===== config.mk =====
export PLATFORM = sky130hd
export DESIGN_NAME = mem_port_arbiter
export DESIGN_NICKNAME = d
export VERILOG_FILES = /design/src/rtl/memarb_pkg.sv /design/src/rtl/memarb_tag_fifo.sv /design/src/rtl/mem_port_arbiter.sv
export SDC_FILE = /design/constraint.sdc
export NUM_CORES = 1
export LEC_CHECK = 0
export CAP_MARGIN = 40
export CORE_UTILIZATION = 29
export CTS_CLUSTER_DIAMETER = 30
export DETAILED_ROUTE_END_ITERATION = 8
export GPL_TIMING_DRIVEN = 0
export HOLD_SLACK_MARGIN = 0.1
export PLACE_DENSITY = 0.83
export RECOVER_POWER = 100
export SYNTH_ARGS = -nofsm -noshare
export SYNTH_HDL_FRONTEND = slang
export SYNTH_SLANG_ARGS = --single-unit

===== constraint.sdc =====
create_clock -name clk -period 2.45 [get_ports clk]
set_input_delay 0.49 -clock clk [delete_from_list [all_inputs] [get_ports clk]]
set_output_delay 0.49 -clock clk [all_outputs]
set_load 0.005 [all_outputs]

===== src/rtl/memarb_pkg.sv =====
// Shared types and default widths for the memory port arbiter.
package memarb_pkg;

    typedef enum logic {
        SRC_IF = 1'b0,
        SRC_LS = 1'b1
    } memarb_src_e;

    localparam int MEMARB_AW = 16;
    localparam int MEMARB_DW = 16;

endpackage


===== src/rtl/memarb_tag_fifo.sv =====
// Source-tag FIFO: remembers which requester issued each outstanding read so
// in-order responses can be steered back. Depth is a parameter, data is 1 bit.
import memarb_pkg::*;

module memarb_tag_fifo #(
    parameter int DEPTH = 4
) (
    input  logic                   clk,
    input  logic                   rst_n,
    input  logic                   push,
    input  logic                   pop,
    input  memarb_src_e            din,
    output memarb_src_e            head,
    output logic [$clog2(DEPTH):0] count,
    output logic                   full,
    output logic                   empty
);

    localparam int PW = $clog2(DEPTH);
    localparam int CW = PW + 1;
    localparam logic [CW-1:0] FULL_CNT = CW'(DEPTH);

    logic [DEPTH-1:0] tag_q, tag_d;
    logic [PW-1:0]    wr_ptr_q, wr_ptr_d;
    logic [PW-1:0]    rd_ptr_q, rd_ptr_d;
    logic [CW-1:0]    count_q, count_d;
    logic             do_push_s;
    logic             do_pop_s;

    // Wrap modulo depth so non-power-of-two depths also behave.
    function automatic logic [PW-1:0] ptr_inc(input logic [PW-1:0] p);
        if (p == PW'(DEPTH - 1)) begin
            ptr_inc = '0;
        end else begin
            ptr_inc = p + PW'(1);
        end
    endfunction

    assign full      = (count_q == FULL_CNT);
    assign empty     = (count_q == '0);
    assign count     = count_q;
    assign head      = memarb_src_e'(tag_q[rd_ptr_q]);
    assign do_push_s = push & ~full;
    assign do_pop_s  = pop & ~empty;

    // Next-state for storage, pointers and occupancy.
    always_comb begin
        tag_d    = tag_q;
        wr_ptr_d = wr_ptr_q;
        rd_ptr_d = rd_ptr_q;
        if (do_push_s) begin
            tag_d[wr_ptr_q] = din;
            wr_ptr_d        = ptr_inc(wr_ptr_q);
        end else begin
            wr_ptr_d = wr_ptr_q;
        end
        if (do_pop_s) begin
            rd_ptr_d = ptr_inc(rd_ptr_q);
        end else begin
            rd_ptr_d = rd_ptr_q;
        end
        case ({do_push_s, do_pop_s})
            2'b10:   count_d = count_q + CW'(1);
            2'b01:   count_d = count_q - CW'(1);
            default: count_d = count_q;
        endcase
    end

    // FIFO state registers.
    always_ff @(posedge clk or negedge rst_n) begin
        if (!rst_n) begin
            tag_q    <= '0;
            wr_ptr_q <= '0;
            rd_ptr_q <= '0;
            count_q  <= '0;
        end else begin
            tag_q    <= tag_d;
            wr_ptr_q <= wr_ptr_d;
            rd_ptr_q <= rd_ptr_d;
            count_q  <= count_d;
        end
    end

endmodule


===== src/rtl/mem_port_arbiter.sv =====
// Two-source memory port arbiter (fetch vs load/store) with in-order read
// response routing. Define MEMARB_RR_EN for 1-bit round-robin instead of
// fixed load/store priority with the fetch starvation override.
import memarb_pkg::*;

module mem_port_arbiter #(
    parameter int AW         = MEMARB_AW,
    parameter int DW         = MEMARB_DW,
    parameter int MAX_OUTST  = 4,
    parameter int STARVE_MAX = 3
) (
    input  logic          clk,
    input  logic          reset,
    input  logic          if_req,
    input  logic [AW-1:0] if_addr,
    output logic          if_gnt,
    output logic          if_rvalid,
    output logic [DW-1:0] if_rdata,
    input  logic          ls_rd,
    input  logic          ls_wr,
    input  logic [AW-1:0] ls_addr,
    input  logic [DW-1:0] ls_wdata,
    output logic          ls_gnt,
    output logic          ls_rvalid,
    output logic [DW-1:0] ls_rdata,
    output logic          mem_req,
    output logic          mem_we,
    output logic [AW-1:0] mem_addr,
    output logic [DW-1:0] mem_wdata,
    input  logic          mem_rdy,
    input  logic          mem_rvalid,
    input  logic [DW-1:0] mem_rdata,
    output logic          busy,
    output logic          rsp_err
);

    localparam int CW = $clog2(MAX_OUTST) + 1;

    logic          full_s, empty_s;
    logic [CW-1:0] count_s;
    memarb_src_e   head_s, din_s;
    logic          push_s, pop_s;
    logic          if_elig_s, ls_elig_s;
    logic          sel_if_s, sel_ls_s;
    logic          rsp_err_q, rsp_err_d;

    // Reset is folded in so every output is quiet while reset is held.
    assign if_elig_s = reset & if_req & ~full_s;
    assign ls_elig_s = reset & (ls_wr | (ls_rd & ~full_s));

`ifdef MEMARB_RR_EN
    memarb_src_e last_q, last_d;

    // Round-robin pick: the source granted last loses a tie.
    always_comb begin
        sel_if_s = 1'b0;
        sel_ls_s = 1'b0;
        if (if_elig_s && ls_elig_s) begin
            if (last_q == SRC_IF) begin
                sel_ls_s = 1'b1;
            end else begin
                sel_if_s = 1'b1;
            end
        end else if (ls_elig_s) begin
            sel_ls_s = 1'b1;
        end else if (if_elig_s) begin
            sel_if_s = 1'b1;
        end else begin
            sel_ls_s = 1'b0;
        end
    end

    // Pointer moves only when a grant actually happens.
    always_comb begin
        last_d = last_q;
        if (if_gnt) begin
            last_d = SRC_IF;
        end else if (ls_gnt) begin
            last_d = SRC_LS;
        end else begin
            last_d = last_q;
        end
    end

    // Round-robin pointer register; starts as "fetch last" so ls wins first.
    always_ff @(posedge clk or negedge reset) begin
        if (!reset) begin
            last_q <= SRC_IF;
        end else begin
            last_q <= last_d;
        end
    end
`else
    localparam int SW = $clog2(STARVE_MAX + 1);
    localparam logic [SW-1:0] STARVE_LIM = SW'(STARVE_MAX);

    logic [SW-1:0] starve_q, starve_d;

    // Fixed ls priority, overridden once fetch has waited STARVE_MAX ls grants.
    always_comb begin
        sel_if_s = 1'b0;
        sel_ls_s = 1'b0;
        if (if_elig_s && (starve_q == STARVE_LIM)) begin
            sel_if_s = 1'b1;
        end else if (ls_elig_s) begin
            sel_ls_s = 1'b1;
        end else if (if_elig_s) begin
            sel_if_s = 1'b1;
        end else begin
            sel_ls_s = 1'b0;
        end
    end

    // Count ls grants that bypass a waiting fetch, saturating at the limit.
    always_comb begin
        starve_d = starve_q;
        if (!if_req || if_gnt) begin
            starve_d = '0;
        end else if (ls_gnt && (starve_q != STARVE_LIM)) begin
            starve_d = starve_q + SW'(1);
        end else begin
            starve_d = starve_q;
        end
    end

    // Starvation counter register.
    always_ff @(posedge clk or negedge reset) begin
        if (!reset) begin
            starve_q <= '0;
        end else begin
            starve_q <= starve_d;
        end
    end
`endif

    assign mem_req = sel_if_s | sel_ls_s;
    assign if_gnt  = sel_if_s & mem_rdy;
    assign ls_gnt  = sel_ls_s & mem_rdy;

    // Request payload mux; a read-and-write ls request goes out as a write.
    always_comb begin
        mem_we    = 1'b0;
        mem_addr  = '0;
        mem_wdata = '0;
        if (sel_ls_s) begin
            mem_we    = ls_wr;
            mem_addr  = ls_addr;
            mem_wdata = ls_wdata;
        end else if (sel_if_s) begin
            mem_we    = 1'b0;
            mem_addr  = if_addr;
            mem_wdata = '0;
        end else begin
            mem_we    = 1'b0;
        end
    end

    assign push_s = if_gnt | (ls_gnt & ~ls_wr);
    assign din_s  = ls_gnt ? SRC_LS : SRC_IF;
    assign pop_s  = mem_rvalid & ~empty_s;

    memarb_tag_fifo #(
        .DEPTH (MAX_OUTST)
    ) u_tag_fifo (
        .clk   (clk),
        .rst_n (reset),
        .push  (push_s),
        .pop   (pop_s),
        .din   (din_s),
        .head  (head_s),
        .count (count_s),
        .full  (full_s),
        .empty (empty_s)
    );

    assign if_rvalid = pop_s & (head_s == SRC_IF);
    assign ls_rvalid = pop_s & (head_s == SRC_LS);
    assign if_rdata  = mem_rdata;
    assign ls_rdata  = mem_rdata;
    assign busy      = (count_s != '0);

    assign rsp_err_d = rsp_err_q | (mem_rvalid & empty_s);

    // Sticky flag for a response with no matching outstanding read.
    always_ff @(posedge clk or negedge reset) begin
        if (!reset) begin
            rsp_err_q <= 1'b0;
        end else begin
            rsp_err_q <= rsp_err_d;
        end
    end

    assign rsp_err = rsp_err_q;

endmodule

# == After elaboration in Yosys (flattened, before gate mapping) ==
# Cells that the tools add are included.
# word_totals
mem_bits_rw,0
mem_bits_ro,0
input_bits,71
ff_bits,14
word_cells,71
latch_bits,0
n_memories,0
# op_classes
addsub,5
n_reduce_logical,9
shift,0
eq_ne,7
n_div,0
magnitude_cmp,3
bitwise,21
multipliers,0
muxes,20
# ops
op,n
16-bit two-way mux,3
1-bit AND,13
1-bit two-way mux,9
2-bit == test (second input constant),4
2-bit two-way mux,4
2-bit by 1-bit adder with 2-bit output (second input constant),3
2-bit by 3-bit < comparator with 1-bit output (second input constant),2
3-bit case mux with 2 select lines,1
4-bit bitwise mux,1
1-bit inverter,4
1-bit OR,4
2-bit nonzero test,2
3-bit by 1-bit adder with 3-bit output (second input constant),1
3-bit == test (second input constant),1
1-bit logical AND,3
3-bit zero test,1
3-bit nonzero test,1
3-bit by 1-bit subtractor with 3-bit output (second input constant),1
1-bit binary-select mux with 2-bit select,1
1-bit demux with 2-bit select,1
2-bit by 1-bit == test with 1-bit output (second input constant),1
2-bit by 1-bit >= comparator with 1-bit output (second input constant),1
2-bit inequality test (second input constant),1
1-bit zero test,1
1-bit logical OR,1

# == Longest topological paths before layout ==
# Gate-level depths: netlist of run 1.
# logic_depth
word_depth,13
mapped_depth,10

# == Hierarchy ==
# A second synthesis of run 1 with hierarchy kept.
# unflattened
cells_unflattened,159
area_unflattened_um2,1468.9
# by_module_without_submodules
mod,cells_each,area_each_um2,seq_area_each_um2,n_inst
mem_port_arbiter,102,835.8,75.1,1
memarb_tag_fifo,57,633.1,275.3,1

# == Least setup slack after synthesis of run 1 ==
# OpenSTA, ideal clock, no wires.
# synth_path
path_kind,register to register
startpoint,"register u_tag_fifo.count_q[0], in the netlist u_tag_fifo.count[0]"
endpoint,"register u_tag_fifo.count_q[2], in the netlist u_tag_fifo.count[2]"
required_time_ns,2.371
stages_incl_launch_ff,10
period_less_slack_ns,2.137
slack_ns,0.313
arrival_time_ns,2.058
path_cell_list,dfrtp_1 or3b_1 and2_4 nand3_1 ha_1 inv_1 fa_1 xor2_1 nor2_1 xor2_1
# synth_via
elab_chain_len,13
word_cells_on_any_way,27
cone_classes,2 x add/sub; 3 x eq/ne; 6 x mux; 13 x bitwise; 3 x reduce/logical
# synth_lines
item,line_no,text
"start, declared",memarb_tag_fifo.sv:26,"logic [CW-1:0] count_q, count_d;"
"start signal, assigned",memarb_tag_fifo.sv:80,count_q <= count_d;
3-bit == test,memarb_tag_fifo.sv:39,assign full = (count_q == FULL_CNT);
1-bit inverter,"memarb_tag_fifo.sv:43, mem_port_arbiter.sv:48, mem_port_arbiter.sv:49",
1-bit AND,mem_port_arbiter.sv:49,assign ls_elig_s = reset & (ls_wr | (ls_rd & ~full_s));
1-bit OR,mem_port_arbiter.sv:49,
1-bit AND,mem_port_arbiter.sv:49,
1-bit two-way mux,mem_port_arbiter.sv:105,end else if (ls_elig_s) begin
1-bit two-way mux,mem_port_arbiter.sv:103,if (if_elig_s && (starve_q == STARVE_LIM)) begin
1-bit AND,mem_port_arbiter.sv:138,assign ls_gnt = sel_ls_s & mem_rdy;
1-bit AND,mem_port_arbiter.sv:158,assign push_s = if_gnt | (ls_gnt & ~ls_wr);
1-bit OR,mem_port_arbiter.sv:158,
1-bit AND,memarb_tag_fifo.sv:43,assign do_push_s = push & ~full;
2-bit by 1-bit == test with 1-bit output or 2-bit == test (tied branches),memarb_tag_fifo.sv:62,"case ({do_push_s, do_pop_s})"
3-bit case mux with 2 select lines or 2-bit nonzero test (tied branches),--,
# Parallel ways exist; a longest one is shown, timed or not.
# A chain may end at the register's enable or synchronous reset.

# == Final worst setup path of run 1 ==
# layout_path
startpoint,"register u_tag_fifo.count_q[1], in the netlist u_tag_fifo.count[1]"
endpoint,output mem_addr[14]
# layout_via
elab_chain_len,9
word_cells_on_any_way,14
cone_classes,1 x eq/ne; 7 x mux; 5 x bitwise; 1 x reduce/logical
# layout_lines
item,line_no,text
3-bit == test (*),memarb_tag_fifo.sv:39,
1-bit inverter (*),"mem_port_arbiter.sv:48, mem_port_arbiter.sv:49",
1-bit AND,mem_port_arbiter.sv:49,
1-bit OR,mem_port_arbiter.sv:49,
1-bit AND,mem_port_arbiter.sv:49,
1-bit two-way mux,mem_port_arbiter.sv:105,
1-bit two-way mux,mem_port_arbiter.sv:103,
16-bit two-way mux,mem_port_arbiter.sv:149,end else if (sel_if_s) begin
16-bit two-way mux (*),mem_port_arbiter.sv:145,if (sel_ls_s) begin
"end, declared",mem_port_arbiter.sv:28,"output logic [AW-1:0] mem_addr,"
# Every way passes the cells marked *; elsewhere a longest branch is shown, timed or not.

==> impl_results.md, run 1 <==
* Largest net degree at the start of global routing at 21
* Final net count at 380
* Sum Neg Setup Slack at 0 ns
* Worst flop-to-flop path endpoint: u_tag_fifo.count[2]$_DFFE_PN0P_
* Row Count at 24
* Syn-to-layout area delta at 101%
* Final non-filler cell total at 352
* Worst Setup Start Kind: register
* Global-route usage over all layers at 18.0%
* Crit path launch: u_tag_fifo.count[1]$_DFFE_PN0P_
* Root Driver: clkbuf_8
* # IOs at 143
* Crit. End Element: output pin
* Reg clk slew, reported paths at 0.06 ns
* Skew final at 0.00567 ns
* Routed WL per cell at 13.8 um
* Final ANT Viol Nets at 0
* RSZ-0062 raised after global routing: no
* Measured slew at the worst slew-check pin at 0.473 ns
* CTS Sinks at 14
* Core area at 4500 sq um
* Final period util at 98.4%
* Via density at 4.59
* I/O Buffers at 126
* Fin util at 62.6%
* Fin worst setup slack at 0.0385 ns
* TritonRoute pass-1 iters at 4
* Post-synthesis register bit count at 14
* Post-Syn Nets at 239
* Met3 wire length at 335 um
* GR Overflow Total at 0
* Average cell area after synthesis at 8.78 sq um
* First-pass GRT wire length at 7.37 mm
* Yosys Warn Count at 0
* Initial Util at 31.2%
* DP Area at 2730 sq um
* Highest routed layer: met4
* Max-cap viol count at 0
* Cts hold-fix bufs at 0
* Post-Synthesis Cells at 160
* Placed insts at 338
* Critical path required time at 1.96 ns
* Rel. slew slack at 68.1%
* Post-synth top area share at 24.9%
* Reg2reg start: u_tag_fifo.count[1]$_DFFE_PN0P_
* Global placer's final weighted congestion at 0.831
* Worst R2R Path Depth at 9
* Max-slew violation count at 0
* Cell area after layout at 2820 sq um
* Antenna violations before repair at 0
* Worst vdd ir at 571 uV
* Ant diodes at 0
* Remaining DRCs at 0
* DRT iter0 DRCs at 43
* Leading area contributor after synthesis: dfrtp_1
* Vias in the first global route at 1,529
* Hpwl dp at 3.91 mm
* Outcome: finished, final reports clean
* Leakage at 1.34 nW
* Chip width at 71.6 um
* DRT met1 WL at 1.91 mm
* Setup violators final at 0
* Synth area leaders: dfrtp_1 25%, buf_4 17%, a22o_1 11%
* Syn Std Cell Area at 1410 sq um
* Post-synthesis cell type count at 35
* Worst setup path class: register to output pin
* Seq/Total Area, Yosys at 24.9%
* Arr. time, crit path at 1.92 ns
* TritonCTS buffer count at 3
* Worst Hold Class: input port to async pin
* Commonest cells after routing, fill and taps aside: 51 x clkdlybuf4s50_1, 38 x buf_4, 35 x dlygate4sd3_1
* Achievable clock frequency at 0.415 GHz
* Power per cell area at 512 nW/um^2
* Die Span Y at 71.6 um
* Most common cell after layout, fill and taps aside: clkdlybuf4s50_1
* Place WS at -1.28 ns
* DR WL met2 at 2.58 mm
* Fin. Hold Viols at 0
* Crit Path Max Fanout at 8
* Reg-to-reg slack, setup at 0.17 ns
* Later-pin clock latency in the skew report at 0.25 ns
* CTS tree: built
* H-Tree Depth at 1
* Min Tclk post-route at 2.41 ns
* Share of layout cells above drive strength 1 at 22.7%
* Via count at 1,615
* Total Die Area at 5130 sq um
* Worst-case clock buffer depth at 2
* DRT Wirelength at 4.85 mm
## power by group
group | leakage (nW) | internal [mW] | switching, mW
sequential | 0.174 | 0.316 | 0.0674
combinational | 1.14 | 0.503 | 0.332
clock | 0.0288 | 0.142 | 0.0812
## cell usage after synthesis
cell	count
mux2i_1	1
and2_1	19
mux4_2	1
buf_2	1
fa_1	1
and3_4	1
a22o_1	17
xnor2_1	1
or3b_1	1
buf_4	32
buf_6	2
or3_1	1
a21o_1	1
a21oi_1	5
o21ai_0	7
a31oi_1	4
xor2_1	2
and4_1	1
nor2_1	4
and2_4	1
ha_1	7
and3_1	1
nand2_1	9
mux2_2	4
o21bai_1	2
dfrtp_1	14
inv_1	8
nand3_1	2
nor3_1	1
nor3b_2	1
clkbuf_1	3
o21ai_1	1
o21a_1	2
nand2b_1	1
nand4_1	1
## critical path: stages, from the launching register on
cell             delay (ns)
dfrtp_1                0.38
or3b_4                 0.41
and2_4                 0.17
and3_4                 0.20
buf_6                  0.13
a22o_1                 0.17
clkdlybuf4s15_1        0.21
## kinds of logic after synthesis
kind of cell / count (synthesis) / synth area share, %
AOI/OAI and AO/OA: 39 / 19.7
xor gates and xnor gates: 3 / 1.87
adders and majority gates: 8 / 7.66
buffers and inverters: 46 / 22.0
DFF: 14 / 24.9
muxes: 6 / 5.52
and+or+nand+nor: 44 / 18.3
## sequential cells by signal, indices dropped and copies added, names as in the netlist
name,cells
u_tag_fifo.rd_ptr_q,2
u_tag_fifo.count,3
starve_q,2
u_tag_fifo.wr_ptr_q,2
u_tag_fifo.tag_q,4
rsp_err,1
## routing by layer
metal | global-route usage (%) | up-vias
li1 | - | 800
met1 | 21.0 | 734
met2 | 34.3 | 72
met3 | 3.09 | 9
met4 | 3.92 | 0
met5 | 0 | -
## area by class of cell
type                       instances  area (sq um)
fill                             402          1690
timing repair buffer             137          1260
multi-input combinational        100           768
sequential                        14           352
buffer                            37           288
tap                               52          65.1
clock buffer                       4          55.1
inverter                           8          30.0
## metrics by stage
| step | total power, mW | hold WS [ns] |
|---|---|---|
| after global routing | 1.55 | 0.116 |
| after CTS | 1.50 | 0.105 |
| after detailed placement | 1.20 | 0.493 |
| after floorplan | 0.798 | 0.194 |
| final | 1.44 | 0.108 |
| after global placement | 1.17 | 0.466 |
## how the worst max path moves through the flow
stage / to / slack, ns
after floorplan: u_tag_fifo.count[2]$_DFFE_PN0P_ / 0.31
after global placement: mem_we / -1.25
after detailed placement: mem_we / -1.28
after CTS: mem_addr[12] / -0.02
after global routing: mem_addr[14] / 0.006
final: mem_addr[14] / 0.04
## repair_timing
action                                  CTS  global route
pin swaps                                 6             2
gates cloned                              2             0
endpoints found under the setup margin   38            14
buffers inserted                          9             0
resized for setup                        78            10
Power figures use the tool's default switching activity.
==> run 2: changes to the inputs <==
--- a/config.mk
+++ b/config.mk
@@ -6,12 +6,12 @@
 export NUM_CORES = 1
 export LEC_CHECK = 0
 export CAP_MARGIN = 40
-export CORE_UTILIZATION = 29
+export CORE_UTILIZATION = 30
 export CTS_CLUSTER_DIAMETER = 30
 export DETAILED_ROUTE_END_ITERATION = 8
 export GPL_TIMING_DRIVEN = 0
 export HOLD_SLACK_MARGIN = 0.1
-export PLACE_DENSITY = 0.83
+export PLACE_DENSITY = 0.86
 export RECOVER_POWER = 100
 export SYNTH_ARGS = -nofsm -noshare
 export SYNTH_HDL_FRONTEND = slang
==> constraint.sdc (replaced) <==
create_clock -name clk -period 2.8 [get_ports clk]
set_input_delay 0.56 -clock clk [delete_from_list [all_inputs] [get_ports clk]]
set_output_delay 0.56 -clock clk [all_outputs]
set_load 0.005 [all_outputs]
==> run 2 against run 1 <==
Compared with the run above:
- sequential cell count did not move
- non-clock buffer count fell by 3
- hold slack improved by 0.063 ns
- combinational power fell by 12%
- count of clock-buffer cells in the layout did not move
- sequential share of layout area fell by 0.24 points
==> impl_results.md, run 2 (synthesis results as in run 1) <==
* Max-cap viol count at 0 (unchanged)
* DRT Wirelength at 4.91 mm (+1.2%)
* Worst hold margin at 0.172 ns (+0.0634 ns)
* Die Span Y at 70.4 um (-1.6%)
* Antenna violations before repair at 0 (unchanged)
* CTS Sinks at 14 (unchanged)
* Core area at 4410 sq um (-2.0%)
* Critical path's top delay family: simple AND/OR/NAND/NOR gates
* Remaining DRCs at 0 (unchanged)
* Min Tclk post-route at 2.70 ns
* Critical path required time at 2.24 ns (+0.28 ns)
* CP Depth at 7 (+1)
* Largest register FFs at 4 (unchanged)
* Critical Path Max Stage Delay at 0.43 ns (+0.02 ns)
* Total Die Area at 4960 sq um (-3.2%)
* Reg with most FFs: u_tag_fifo.tag_q
* Skew final at 0.00523 ns (-0.000436 ns)
* # IOs at 143 (unchanged)
* Global-route usage over all layers at 18.6% (+0.56 points)
* Fin worst setup slack at 0.100 ns (+0.0619 ns)
* Routed WL per cell at 14.1 um (+2.1%)
* Commonest cells after routing, fill and taps aside: 69 x clkdlybuf4s50_1, 39 x buf_4, 36 x dlygate4sd3_1
* Overall power at 1.27 mW (-12%)
* Final non-filler cell total at 349 (-0.85%)
* Syn-to-layout area delta at 104%
* Power per cell area at 444 nW/um^2 (-13%)
* Buf/Inv on CP at 3 (+1)
* Fin. Hold Viols at 0 (unchanged)
* Fin util at 64.9% (+2.3 points)
* DP Area at 2730 sq um (unchanged)
* Worst R2R Path Depth at 9 (unchanged)
* Final net count at 377 (-0.79%)
* Achievable clock frequency at 0.370 GHz
* TritonCTS buffer count at 3 (unchanged)
* Via density at 4.71 (+2.7%)
* Vias in the first global route at 1,492 (-2.4%)
* DRT iter0 DRCs at 64 (+49%)
* GR Overflow Total at 0 (unchanged)
* Outcome: finished, final reports clean
* H-Tree Depth at 1 (unchanged)
* Worst vdd ir at 426 uV (-25%)
* I/O Buffers at 126 (unchanged)
* Global placer's final weighted congestion at 0.837 (+0.69%)
* Most common cell after layout, fill and taps aside: clkdlybuf4s50_1
* Critical-path cell list: or3b_1, and2_4, and3_4, buf_6, buf_4, a22o_1, dlygate4sd2_1
* Worst Setup Start Kind: register
* Cell area after layout at 2860 sq um (+1.6%)
* Worst-case clock buffer depth at 2 (unchanged)
* First-pass GRT wire length at 7.42 mm (+0.65%)
* Later-pin clock latency in the skew report at 0.24 ns (about the same)
* CTS tree: built
* Ant diodes at 0 (unchanged)
* Initial Util at 31.8% (+0.64 points)
* Worst Hold Class: input port to async pin
* Reg-to-reg slack, setup at 0.50 ns (+0.33 ns)
* Max-slew violation count at 0 (unchanged)
* Row Count at 24 (unchanged)
* Leakage at 1.35 nW (+1.1%)
* Worst setup path class: register to output pin
* Crit. End Element: output pin
* Via count at 1,644 (+1.8%)
* Final ANT Viol Nets at 0 (unchanged)
* Setup violators final at 0 (unchanged)
* Chip width at 70.4 um (-1.6%)
* FILL cells at 385 (-4.2%)
* Root Driver: clkbuf_8
* Reg clk slew, reported paths at 0.06 ns (about the same)
* Placed insts at 338 (unchanged)
* Rel. slew slack at 61.4% (-6.7 points)
* Arr. time, crit path at 2.14 ns (+0.22 ns)
* Crit Path Max Fanout at 10 (+2)
* CP max stage cell: or3b_1
* Final period util at 96.4%
* Measured slew at the worst slew-check pin at 0.572 ns (+0.0990 ns)
* Sum Neg Setup Slack at 0 ns (unchanged)
* Hpwl dp at 3.93 mm (+0.60%)
* Share of layout cells above drive strength 1 at 19.9% (-2.8 points)
* Largest net degree at the start of global routing at 21 (unchanged)
* TritonRoute pass-1 iters at 4 (unchanged)
* RSZ-0062 raised after global routing: no
* Place WS at -1.11 ns (+0.171 ns)
run 2: cell types whose count changed in the layout (fill, tap and decap cells not counted), sizes merged, moves of 2 or more:
cell           delta
dlygate4sd2      -11
clkdlybuf4s15     -6
clkdlybuf4s50    +18
dlymetal6s2s      +2
dlymetal6s4s      +2
clkdlybuf4s25     +2
clkbuf           -11
run 2: worst reg2reg max path, delay by kind of cell, from the launching register on:
family | cells | cell delay, ns
flops | 1 | 0.38
simple gates | 4 | 0.91
xor+xnor | 2 | 0.29
buf+inv | 1 | 0.06
fa+ha+maj | 2 | 0.59
run 2: cell type report:
type,instances,area (sq um),share of cell area (%)
Timing Repair Buffer,133,1300,45.5
Multi-Input combinational cell,100,763,26.7
Sequential cell,14,350,12.2
Buffer,38,295,10.3
Tap cell,52,65.1,2.27
Clock buffer,4,55.1,1.92
Inverter,8,30.0,1.05
run 2: what timing repair did:
| item | in CTS | in global routing |
|---|---|---|
| hold buffers | 0 | 0 |
| pin swaps | 2 | 0 |
| resized for setup | 33 | 6 |
| cloned | 1 | 0 |
| endpoints found under the setup margin | 38 | 6 |
| setup buffers | 6 | 0 |
run 2: layer usage:
layer | vias up | track usage (%) | wire, um
met5 | - | 0 | 0
met4 | 0 | 3.56 | 38
met3 | 4 | 2.16 | 382
met2 | 73 | 34.8 | 2710
met1 | 772 | 22.6 | 1790
li1 | 795 | - | -
run 2: power breakdown:
| part | internal, mW | leakage [nW] | switching, mW |
|---|---|---|---|
| clock | 0.124 | 0.0288 | 0.0719 |
| combinational | 0.453 | 1.15 | 0.286 |
| sequential | 0.275 | 0.175 | 0.0606 |
run 2: worst paths after layout:
| kind | from | to |
|---|---|---|
| setup / recovery | u_tag_fifo.count[1]$_DFFE_PN0P_ | mem_addr[1] |
| hold / removal | reset | u_tag_fifo.wr_ptr_q[0]$_DFFE_PN0P_ |
| setup reg to reg | u_tag_fifo.count[1]$_DFFE_PN0P_ | u_tag_fifo.count[2]$_DFFE_PN0P_ |
| hold reg to reg | rsp_err$_DFF_PN0_ | rsp_err$_DFF_PN0_ |
| max in group asynchronous | reset | starve_q[0]$_DFFE_PN0P_ |
| min in group clk | rsp_err$_DFF_PN0_ | rsp_err$_DFF_PN0_ |
==> run 3: changes to the inputs <==
--- a/config.mk
+++ b/config.mk
@@ -9,8 +9,9 @@
 export CORE_UTILIZATION = 30
 export CTS_CLUSTER_DIAMETER = 30
 export DETAILED_ROUTE_END_ITERATION = 8
+export GPL_ROUTABILITY_DRIVEN = 0
 export GPL_TIMING_DRIVEN = 0
-export HOLD_SLACK_MARGIN = 0.1
+export HOLD_SLACK_MARGIN = 0.08
 export PLACE_DENSITY = 0.86
 export RECOVER_POWER = 100
 export SYNTH_ARGS = -nofsm -noshare
==> results of run 3 <==
Final layout, timing and power as in run 2 (identical DEF).
